### src/rtl/sigchunk_pkg.sv
// sigchunk_pkg: entry word layout shared by the chunker and the correlator sequencer
package sigchunk_pkg;

    localparam int FLAG_FIRST = 0;
    localparam int FLAG_LAST  = 1;

    function automatic int entry_w(input int radios);
        return 2 * radios + 2;
    endfunction

    function automatic int flag_pos(input int radios, input int flag);
        return 2 * radios + flag;
    endfunction

endpackage

### src/rtl/sigfifo.sv
// sigfifo: register-array first-word-fall-through FIFO with occupancy level
module sigfifo #(
    parameter int W     = 66,
    parameter int DEPTH = 4
) (
    input  logic                   clock,
    input  logic                   reset,
    input  logic                   push,
    input  logic                   pop,
    input  logic [W-1:0]           din,
    output logic [W-1:0]           dout,
    output logic [$clog2(DEPTH):0] level,
    output logic                   full,
    output logic                   empty
);

    localparam int AW = $clog2(DEPTH);

    logic [W-1:0]  mem [DEPTH];
    logic [AW-1:0] wr_ptr;
    logic [AW-1:0] rd_ptr;

    // pointers wrap naturally since DEPTH is a power of two; caller never pops empty or pushes full without popping
    always_ff @(posedge clock) begin
        if (reset) begin
            wr_ptr <= '0;
            rd_ptr <= '0;
            level  <= '0;
        end else begin
            if (push) wr_ptr <= wr_ptr + 1'b1;
            if (pop) rd_ptr <= rd_ptr + 1'b1;
            level <= level + {{AW{1'b0}}, push} - {{AW{1'b0}}, pop};
        end
    end

    // storage array needs no reset; contents are only seen when level is non-zero
    always_ff @(posedge clock) begin
        if (push) mem[wr_ptr] <= din;
    end

    assign dout  = mem[rd_ptr];
    assign full  = (level == (AW + 1)'(DEPTH));
    assign empty = (level == '0);

endmodule

### src/rtl/sigchunk.sv
// sigchunk: frames the delayed radio stream into LOOP0-sample chunks and buffers it for the sequencer
module sigchunk
    import sigchunk_pkg::*;
#(
    parameter int RADIOS     = 32,
    parameter int LOOP0      = 3,
    parameter int FIFO_DEPTH = 4
) (
    input  logic                        clock,
    input  logic                        reset,
    input  logic                        valid_i,
    input  logic [RADIOS-1:0]           sig_ii,
    input  logic [RADIOS-1:0]           sig_qi,
    output logic                        valid_o,
    input  logic                        ready_i,
    output logic                        first_o,
    output logic                        last_o,
    output logic [RADIOS-1:0]           sig_io,
    output logic [RADIOS-1:0]           sig_qo,
    output logic [$clog2(FIFO_DEPTH):0] level_o,
    output logic                        overflow_o
);

    localparam int W  = entry_w(RADIOS);
    localparam int FP = flag_pos(RADIOS, FLAG_FIRST);
    localparam int LP = flag_pos(RADIOS, FLAG_LAST);
    localparam int CW = (LOOP0 > 1) ? $clog2(LOOP0) : 1;
    localparam logic [CW-1:0] CMAX = CW'(LOOP0 - 1);

    logic [CW-1:0] cnt;
    logic [W-1:0]  head;
    logic          full;
    logic          empty;
    logic          push;
    logic          pop;

    assign valid_o = !empty;
    assign pop     = valid_o && ready_i;
    assign push    = valid_i && (!full || pop);

    // chunk position advances on every input sample, stored or dropped, so framing tracks the source
    always_ff @(posedge clock) begin
        if (reset) begin
            cnt        <= '0;
            overflow_o <= 1'b0;
        end else begin
            if (valid_i) cnt <= (cnt == CMAX) ? '0 : cnt + 1'b1;
            if (valid_i && full && !pop) overflow_o <= 1'b1;
        end
    end

    sigfifo #(
        .W     (W),
        .DEPTH (FIFO_DEPTH)
    ) u_fifo (
        .clock (clock),
        .reset (reset),
        .push  (push),
        .pop   (pop),
        .din   ({cnt == CMAX, cnt == '0, sig_qi, sig_ii}),
        .dout  (head),
        .level (level_o),
        .full  (full),
        .empty (empty)
    );

    // head fields are forced low whenever nothing is available
    always_comb begin
        first_o = valid_o ? head[FP] : 1'b0;
        last_o  = valid_o ? head[LP] : 1'b0;
        sig_io  = valid_o ? head[RADIOS-1:0] : '0;
        sig_qo  = valid_o ? head[2*RADIOS-1:RADIOS] : '0;
    end

endmodule

### config.mk
export PLATFORM = sky130hd
export DESIGN_NAME = sigchunk
export DESIGN_NICKNAME = d
export VERILOG_FILES = /design/src/rtl/sigchunk_pkg.sv /design/src/rtl/sigfifo.sv /design/src/rtl/sigchunk.sv
export SDC_FILE = /design/constraint.sdc
export NUM_CORES = 1
export LEC_CHECK = 0
export BUFFER_PORTS_ARGS = -buffer_cell sky130_fd_sc_hd__buf_2
export CORE_MARGIN = 2
export CORE_UTILIZATION = 50
export DETAILED_ROUTE_END_ITERATION = 7
export PLACE_DENSITY = 0.73
export SYNTH_ARGS = -nofsm -noshare
export SYNTH_HDL_FRONTEND = slang
export SYNTH_SLANG_ARGS = --single-unit
### constraint.sdc
create_clock -name clock -period 2.8 [get_ports clock]
set_clock_uncertainty 0.05 [all_clocks]
set_input_delay 0.42 -clock clock [delete_from_list [all_inputs] [get_ports clock]]
set_output_delay 0.42 -clock clock [all_outputs]
set_load 0.01 [all_outputs]
# [Word-level counts from Yosys, hierarchy flattened]
# Memory sizes are Yosys's and may differ from the RTL's. A register that Yosys moved wholly into a read port is not among the register bits.
# Cells that the tools add are included.
[word_totals] wordCells=32 ff_bits=10 out_inout_bits=71 memories=1 ram_bits=264 input_bits=68
[mem_list] memory="u_fifo.mem" words=4 word_bits=66 rd=1 rd_clocked_by_memory_dff=1 wr=1 line="sigfifo.sv:19" rtl="logic [W-1:0] mem [DEPTH];"
[classes] addsub=5 reduce_logical=10 muxes=9 n_eq_ne=2
[ops] operator="$mux 32" n=2
[ops] operator="$add 2x1->2 const B" n=3
[ops] operator="$mux 2" n=3
[ops] operator="$logic_and 1x1->1" n=4
[ops] operator="$mux 1" n=4
[ops] operator="$add 3x1->3" n=1
[ops] operator="$eq 3x3->1 const B" n=1
[ops] operator="$logic_not 1->1" n=3
[ops] operator="$logic_not 3->1" n=1
[ops] operator="$sub 3x1->3" n=1
[ops] operator="$eq 2x2->1 const B" n=1
[ops] operator="$logic_not 2->1" n=1
[ops] operator="$logic_or 1x1->1" n=1

# [Depth between registers and ports, before layout]
# Gate-level depths: netlist of the first run.
[depth] ltp_word=7 depth_mapped=9 depth_no_buf=8

# [Cells and area by module]
# From an unflattened synthesis of the first run, not the netlist that was laid out.
[unflattened] hier_cells=475 area_unflattened_um2=10562.6
[by_module_without_submodules] mod="sigfifo" cells_per_inst=386 n_inst=1 area_per_inst_um2=9957.0 seq_area_each_um2=8107.8
[by_module_without_submodules] mod="sigchunk" cells_per_inst=89 n_inst=1 area_per_inst_um2=605.6 seq_area_each_um2=60.1

# [Least setup slack after synthesis of the first run]
# Ideal clock, no wire load.
[synth_timing] path_kind="register to register" from="register u_fifo.level[1]" to="memory u_fifo.mem[0][0], enable pin" arrival_time_ns=2.390 required_time_ns=2.319 path_buffers=1 path_slack_ns=-0.071 period_less_slack_ns=2.871 setup_time_ns=0.431 stages_incl_launch_ff=5 cell_sequence="dfxtp_1 nor4b_1 nor2b_1 buf_2 and2_1"
[synth_via] elab_chain_len=7 word_cells_on_any_way=9 classes_between="1 x eq/ne; 2 x mux; 6 x reduce/logical"
[synth_rtl] item="from (decl)" line="sigfifo.sv:12" rtl="output logic [$clog2(DEPTH):0] level,"
[synth_rtl] item="from (signal assigned)" line="sigfifo.sv:32" rtl="level <= level + {{AW{1'b0}}, push} - {{AW{1'b0}}, pop};"
[synth_rtl] item="$logic_not 3->1" line="sigfifo.sv:43" rtl="assign empty = (level == '0);"
[synth_rtl] item="$logic_not 1->1" line="sigchunk.sv:37" rtl="assign valid_o = !empty;"
[synth_rtl] item="$logic_and 1x1->1" line="sigchunk.sv:38" rtl="assign pop = valid_o && ready_i;"
[synth_rtl] item="$logic_or 1x1->1 (*)" line="sigchunk.sv:39" rtl="assign push = valid_i && (!full || pop);"
[synth_rtl] item="$logic_and 1x1->1 (*)" line="sigchunk.sv:39"
[synth_rtl] item="net push" line="sigchunk.sv:34" rtl="logic push;"
[synth_rtl] item="$mux 1 (*)" line="sigfifo.sv:38" rtl="if (push) mem[wr_ptr] <= din;"
[synth_rtl] item="$mux 1 (not written as such) (*)" line="sigfifo.sv:38"
[synth_rtl] item="to (decl)" line="sigfifo.sv:19"
# The timed path passes the listed nets; every way through them passes the cells marked *.

# [Final worst setup path of the first run]
[layout_timing] from="register u_fifo.level[1]" to="output sig_io[6]"
[layout_via] elab_chain_len=2
[layout_rtl] item="$logic_not 3->1" line="sigfifo.sv:43"
[layout_rtl] item="$mux 32" line="sigchunk.sv:71" rtl="sig_io = valid_o ? head[RADIOS-1:0] : '0;"
[layout_rtl] item="to (decl)" line="sigchunk.sv:18" rtl="output logic [RADIOS-1:0] sig_io,"
# No other way between the ends.

==> results of run 1 <==
## sequential cells by signal, summed over array words and instances (netlist names), named ones only
name	count
u_fifo.mem	264
overflow_o	1
u_fifo.level	3
u_fifo.rd_ptr	2
u_fifo.wr_ptr	2
cnt	2
## worst register-to-register path: stages (launching register included)
cell	delay, ns
dfxtp_1	0.43
nor4b_1	0.37
nor2b_1	0.25
ha_1	0.29
fa_1	0.38
xnor2_1	0.21
xnor2_1	0.14
nor2_1	0.06
## area by class of cell
class                           instances  share of cell area [%]
Clock buffer                           33                    6.11
Clock inverter                         18                    1.01
Inverter                                4                   0.119
Multi-Input combinational cell        174                    17.7
Sequential cell                       276                    64.8
Tap cell                              275                    2.73
Timing Repair Buffer                  159                    7.61
## how the worst max path moves through the flow
stage	startpoint	slack, ns	to
floorplan	u_fifo.level[0]$_SDFF_PP0_	0.56	u_fifo.level[2]$_SDFF_PP0_
global placement	ready_i	0.50	u_fifo.level[2]$_SDFF_PP0_
detailed placement	ready_i	0.36	u_fifo.level[2]$_SDFF_PP0_
CTS	flip-flop	0.008	sig_qo[22]
global route	u_fifo.level[1]$_SDFF_PP0_	0.05	sig_qo[22]
finish	u_fifo.level[1]$_SDFF_PP0_	0.20	sig_io[6]
## power groups by stage
| stage | logic [mW] | clock network [mW] | registers [mW] |
|---|---|---|---|
| 6_report | 2.85 | 3.53 | 5.04 |
| 5_1_grt | 3.10 | 3.78 | 5.06 |
| 4_1_cts | 2.83 | 3.62 | 5.08 |
| 3_5_place_dp | 2.82 | 0 | 5.16 |
| 3_3_place_gp | 2.78 | 0 | 5.13 |
| 2_1_floorplan | 1.86 | 0 | 5.05 |
## cells by family (layout without fill, tap and decap cells)
kind of cell,Yosys count,after routing,share of synthesized area (%)
and+or+nand+nor,90,90,5.14
muxes,70,70,14.5
xor gates and xnor gates,4,4,0.333
adders and majority gates,6,6,0.784
DFF,276,276,77.5
buffers and inverters,27,214,1.41
AOI/OAI and AO/OA,4,4,0.249
## cells in the final DEF, fill, tap and decap left out, types with 5 or more instances in the layout
cell         n
and2_1      66
nor2_1      10
buf_2      138
clkinv_2     8
mux4_2      66
edfxtp_1   264
ha_1         5
buf_4       12
dfxtp_1     10
clkbuf_16   29
buf_12       9
## metrics by stage
step / power (mW) / std cells / area (um2) / utilization [%]
after floorplan: 6.91 / 477 / 10500 / -
after global placement: 7.92 / 884 / 11700 / 56.1
after detailed placement: 7.98 / 884 / 11700 / 56.1
after CTS: 11.5 / 935 / 12600 / 60.4
after global routing: 11.9 / 939 / 12600 / 60.6
final: 11.4 / 939 / 12600 / 60.6
## layer usage
metal / share of wire (%) / global-route usage, %
met1: 41 / 23.2
met2: 52 / 31.4
met3: 5.5 / 3.18
met4: 1.5 / 3.90
met5: 0 / 0
==> flow_metrics.py, run 1 <==
metrics = {
    "synthesis": {
        "netlist_instances": 477,
        "synth_area_um2": 10500,
        "synth_edf_count": 264,
        "synth.distinct_cells": 26,
        "ys.flop_type": "edfxtp_1",
        "ys_top_cells_by_count": "edfxtp_1, and2_1, mux4_2, dfxtp_1",
        "synth_top_area_share_pct": 75.2,
        "syn-num-nets": 551,
        "yosys_warnings": 0,
        "ys_seq_area_share_pct": 77.5,
        "synth_seq_cells": 276,
        "yosysTopAreaCell": "edfxtp_1",
        "yosysMostFrequentCell": "edfxtp_1",
        "postSynth.asyncResetShare_pct": 0,
        "synth_area_leaders": "edfxtp_1, mux4_2, and2_1",
        "avgSynthCellArea_um2": 22.1,
    },
    "route": {
        "wl_per_cell_um": 20.8,
        "initialDrtViolationCount": 254,
        "vias": 5086,
        "firstDrtPassIters": 4,
        "viasPerCell": 5.42,
        "drc": 0,
        "ant_nets": 0,
        "wl_um": 19500,
    },
    "placement": {
        "hpwl_um": 11700,
        "gp_congestion": 0.735,
        "place_ws_ns": 0.357,
        "port_buffers": 138,
    },
    "global_route": {
        "grt_pass1_vias": 5464,
        "grt_pass1_wl_um": 30200,
        "grt_max_degree": 68,
        "grt_overflow_total": 0,
        "grt_usage_pct": 17.7,
        "antenna_found_initial": 0,
    },
    "worst_setup_path": {
        "path_buf_inv": 2,
        "cp.depth": 4,
        "crit_family": "buffers and inverters",
        "r2r_slack_ns": 0.49,
        "cp_slowest_cell": "buf_4",
        "reg2reg_depth": 7,
        "r2r_end": "u_fifo.level[2]$_SDFF_PP0_",
        "r2r-start": "u_fifo.level[2]$_SDFF_PP0_",
        "cp.arrival_ns": 2.13,
        "timing.critical_path.slowest_cell_delay_ns": 0.54,
        "cp-end-kind": "output pin",
        "path_cells": "or3_4, buf_4, and2_1, buf_2",
        "crit_type": "flip-flop to output pin",
        "required_ns": 2.33,
        "start_kind": "flip-flop",
        "path_max_fanout": 67,
    },
    "power_and_ir_drop": {
        "ir_worst_vdd_v": 0.000688,
        "switchingPower_mw": 3.04,
        "p_seq_share_pct": 44.1,
        "comb_power_share_pct": 24.9,
        "p_int_mw": 8.37,
        "power_density_nw_per_um2": 904,
        "swShare_pct": 26.6,
        "p_leak_nw": 4.38,
        "power_frac_clock_pct": 30.9,
    },
    "cts": {
        "cts.sinks": 276,
        "cts_tree": "built",
        "clk_pin_slew_worst_paths_ns": 0.06,
        "insertion_delay_ns": 0.52,
        "cts_resized": 0,
        "clk_path_buf_depth": 3,
        "h-tree-depth": 1,
        "postCtsSetupRepairBufs": 0,
        "cts_buffers": 28,
        "cts_hold_buf": 0,
        "root_buffer": "clkbuf_16",
    },
    "min_path": {
        "min_from": "sig_qi[12]",
        "worstHoldEndpoint": "u_fifo.mem[1][44]$_DFFE_PP_",
        "hold_depth": 1,
        "min_path_type": "input pin to flip-flop",
    },
    "flow_run": {
        "cap_violations": 0,
    },
    "timing": {
        "setup_viol": 0,
        "hold_viol_final": 0,
        "slew_violations": 0,
        "finalWorstSetupSlack_ns": 0.198,
        "period_needed_ns": 2.60,
        "rsz0062_at_grt": "false",
        "worstMarginPinSlew_ns": 0.680,
        "fin_crit_sh_pct": 92.9,
        "hold_slack_ns": 0.0607,
        "relSlewSlack_pct": 54.7,
        "tns_ns": 0,
        "fmax_ghz": 0.384,
    },
    "floorplan": {
        "die_h_um": 149,
        "initial_utilization_pct": 50.6,
        "design.core.area_um2": 20800,
        "ioPinCount": 139,
        "die_w_um": 149,
        "std_cell_rows": 53,
        "dieArea_um2": 22200,
    },
    "layout": {
        "fill_cells": 1552,
        "seq_area_um2": 8180,
        "layout.nets": 717,
        "drive_gt1_share_pct": 42.2,
        "syn2layout_area_growth_pct": 19.8,
        "antenna_cells": 0,
        "multiInputGateArea_um2": 2230,
    },
    "status": {
        "status": "completed",
    },
}
No activity file was read; power rests on OpenSTA's default activity.
==> inputs of run 2 (changes only) <==
Settings changed: CORE_UTILIZATION 50 to 52, PLACE_DENSITY 0.73 to 0.76.
==> run 2 against run 1 <==
  * Power fell by 1.2%
  * Count of clock-buffer cells in the layout shrank 2
  * First-iteration DRC count up 8.3%
  * Setup slack improved by 0.0077 ns
  * Largest power group unchanged
==> flow_metrics.py, run 2 (synthesized netlist as in run 1, its figures left out) <==
metrics = {
    "status": {
        "status": "completed",
    },
    "route": {
        "vias": 5038,
        "wl_per_cell_um": 21.0,
        "viasPerCell": 5.47,
        "firstDrtPassIters": 4,
        "drc": 0,
        "initialDrtViolationCount": 275,
        "wl_um": 19400,
        "ant_nets": 0,
    },
    "worst_setup_path": {
        "cp_slowest_cell": "buf_4",
        "cp-end-kind": "output pin",
        "required_ns": 2.33,
        "cp.arrival_ns": 2.12,
        "crit_type": "flip-flop to output pin",
        "timing.critical_path.slowest_cell_delay_ns": 0.54,
        "start_kind": "flip-flop",
        "path_buf_inv": 2,
        "r2r_slack_ns": 0.50,
        "path_cells": "or3_4, buf_4, and2_1, buf_2",
        "path_max_fanout": 67,
        "crit_family": "buffers and inverters",
    },
    "placement": {
        "gp_congestion": 0.739,
        "dpl-instance-area_um2": 11700,
        "dp_cells": 874,
        "port_buffers": 138,
        "place_ws_ns": 0.386,
        "hpwl_um": 11600,
    },
    "power_and_ir_drop": {
        "power_mw": 11.3,
        "p_leak_nw": 4.30,
        "ir_worst_vdd_v": 0.000756,
        "power_density_nw_per_um2": 900,
    },
    "timing": {
        "setup_viol": 0,
        "hold_slack_ns": 0.0678,
        "worstMarginPinSlew_ns": 0.673,
        "fmax_ghz": 0.385,
        "tns_ns": 0,
        "hold_viol_final": 0,
        "rsz0062_at_grt": "false",
        "finalWorstSetupSlack_ns": 0.206,
        "period_needed_ns": 2.59,
        "relSlewSlack_pct": 55.2,
        "slew_violations": 0,
        "fin_crit_sh_pct": 92.6,
    },
    "cts": {
        "insertion_delay_ns": 0.51,
        "postCtsSetupRepairBufs": 0,
        "h-tree-depth": 1,
        "clk_pin_slew_worst_paths_ns": 0.06,
        "cts_tree": "built",
        "clk_path_buf_depth": 3,
        "cts_buffers": 27,
        "cts.sinks": 276,
        "cts_hold_buf": 0,
        "cts_resized": 0,
        "root_buffer": "clkbuf_16",
    },
    "floorplan": {
        "ioPinCount": 139,
        "initial_utilization_pct": 52.6,
        "std_cell_rows": 52,
        "die_w_um": 146,
        "die_h_um": 146,
        "design.core.area_um2": 20000,
        "dieArea_um2": 21400,
    },
    "global_route": {
        "grt_pass1_vias": 5433,
        "grt_pass1_wl_um": 30400,
        "grt_usage_pct": 18.3,
        "grt_overflow_total": 0,
        "grt_max_degree": 68,
        "antenna_found_initial": 2,
    },
    "flow_run": {
        "cap_violations": 0,
    },
    "layout": {
        "stdcell_count": 921,
        "layout_commonest_cell": "edfxtp_1",
        "utilization_pct": 62.5,
        "fill_cells": 1421,
        "largest_reg_flops": 264,
        "layout_common_cells": "edfxtp_1, buf_2, mux4_2, and2_1, clkbuf_16",
        "syn2layout_area_growth_pct": 18.9,
        "reg_top3": "u_fifo.mem (264), u_fifo.level (3)",
        "seq_area_um2": 8180,
        "drive_gt1_share_pct": 40.6,
        "top_register": "u_fifo.mem",
        "multiInputGateArea_um2": 2230,
        "stdcell_area_um2": 12500,
        "layout.nets": 707,
    },
    "min_path": {
        "min_path_type": "input pin to flip-flop",
    },
}
## run 2: changes by cell type in the layout (fill, tap and decap cells not counted)
cell	change
buf_12	+2
buf_4	-11
bufinv_16	+2
clkbuf_1	+3
clkbuf_16	-2
clkbuf_8	-3
clkinv_1	-1
clkinv_2	-4
clkinvlp_4	+1
diode_2	+1
inv_8	-1
## run 2: layout make-up
type	instances	area share, %
sequential	276	65.3
multi-input combinational	174	17.8
timing repair buffer	150	7.33
clock buffer	31	5.51
tap	270	2.70
clock inverter	15	1.28
inverter	4	0.120
antenna	1	0.0200
## run 2: worst paths after layout
kind,startpoint,to,depth (start not counted)
worst max-delay path,u_fifo.level[1]$_SDFF_PP0_,sig_qo[7],4
worst min-delay path,sig_ii[8],u_fifo.mem[2][8]$_DFFE_PP_,1
worst max register to register,u_fifo.level[2]$_SDFF_PP0_,u_fifo.level[2]$_SDFF_PP0_,7
worst min register to register,overflow_o$_SDFFE_PP0P_,overflow_o$_SDFFE_PP0P_,2
## run 2: worst reg2reg max path: cells and delay by family (launching register included)
family / cells / cell delay, ns
flops: 1 / 0.43
fa+ha+maj: 2 / 0.67
simple gates: 3 / 0.67
xor+xnor: 2 / 0.36
## run 2: layer usage
layer | up-vias | routed length (um) | global-route usage (%)
li1 | 2230 | - | -
met1 | 2599 | 8440 | 25.8
met2 | 165 | 9380 | 29.6
met3 | 42 | 1030 | 3.28
met4 | 2 | 507 | 6.02
met5 | - | 7 | 0
## run 2: report_power, final
| group | internal (mW) | leakage [nW] | total (mW) | switching, mW |
|---|---|---|---|---|
| Clock | 2.04 | 0.405 | 3.46 | 1.43 |
| Combinational | 1.37 | 1.37 | 2.80 | 1.44 |
| Sequential | 4.89 | 2.52 | 5.01 | 0.124 |
| Total | 8.29 | 4.30 | 11.3 | 2.99 |
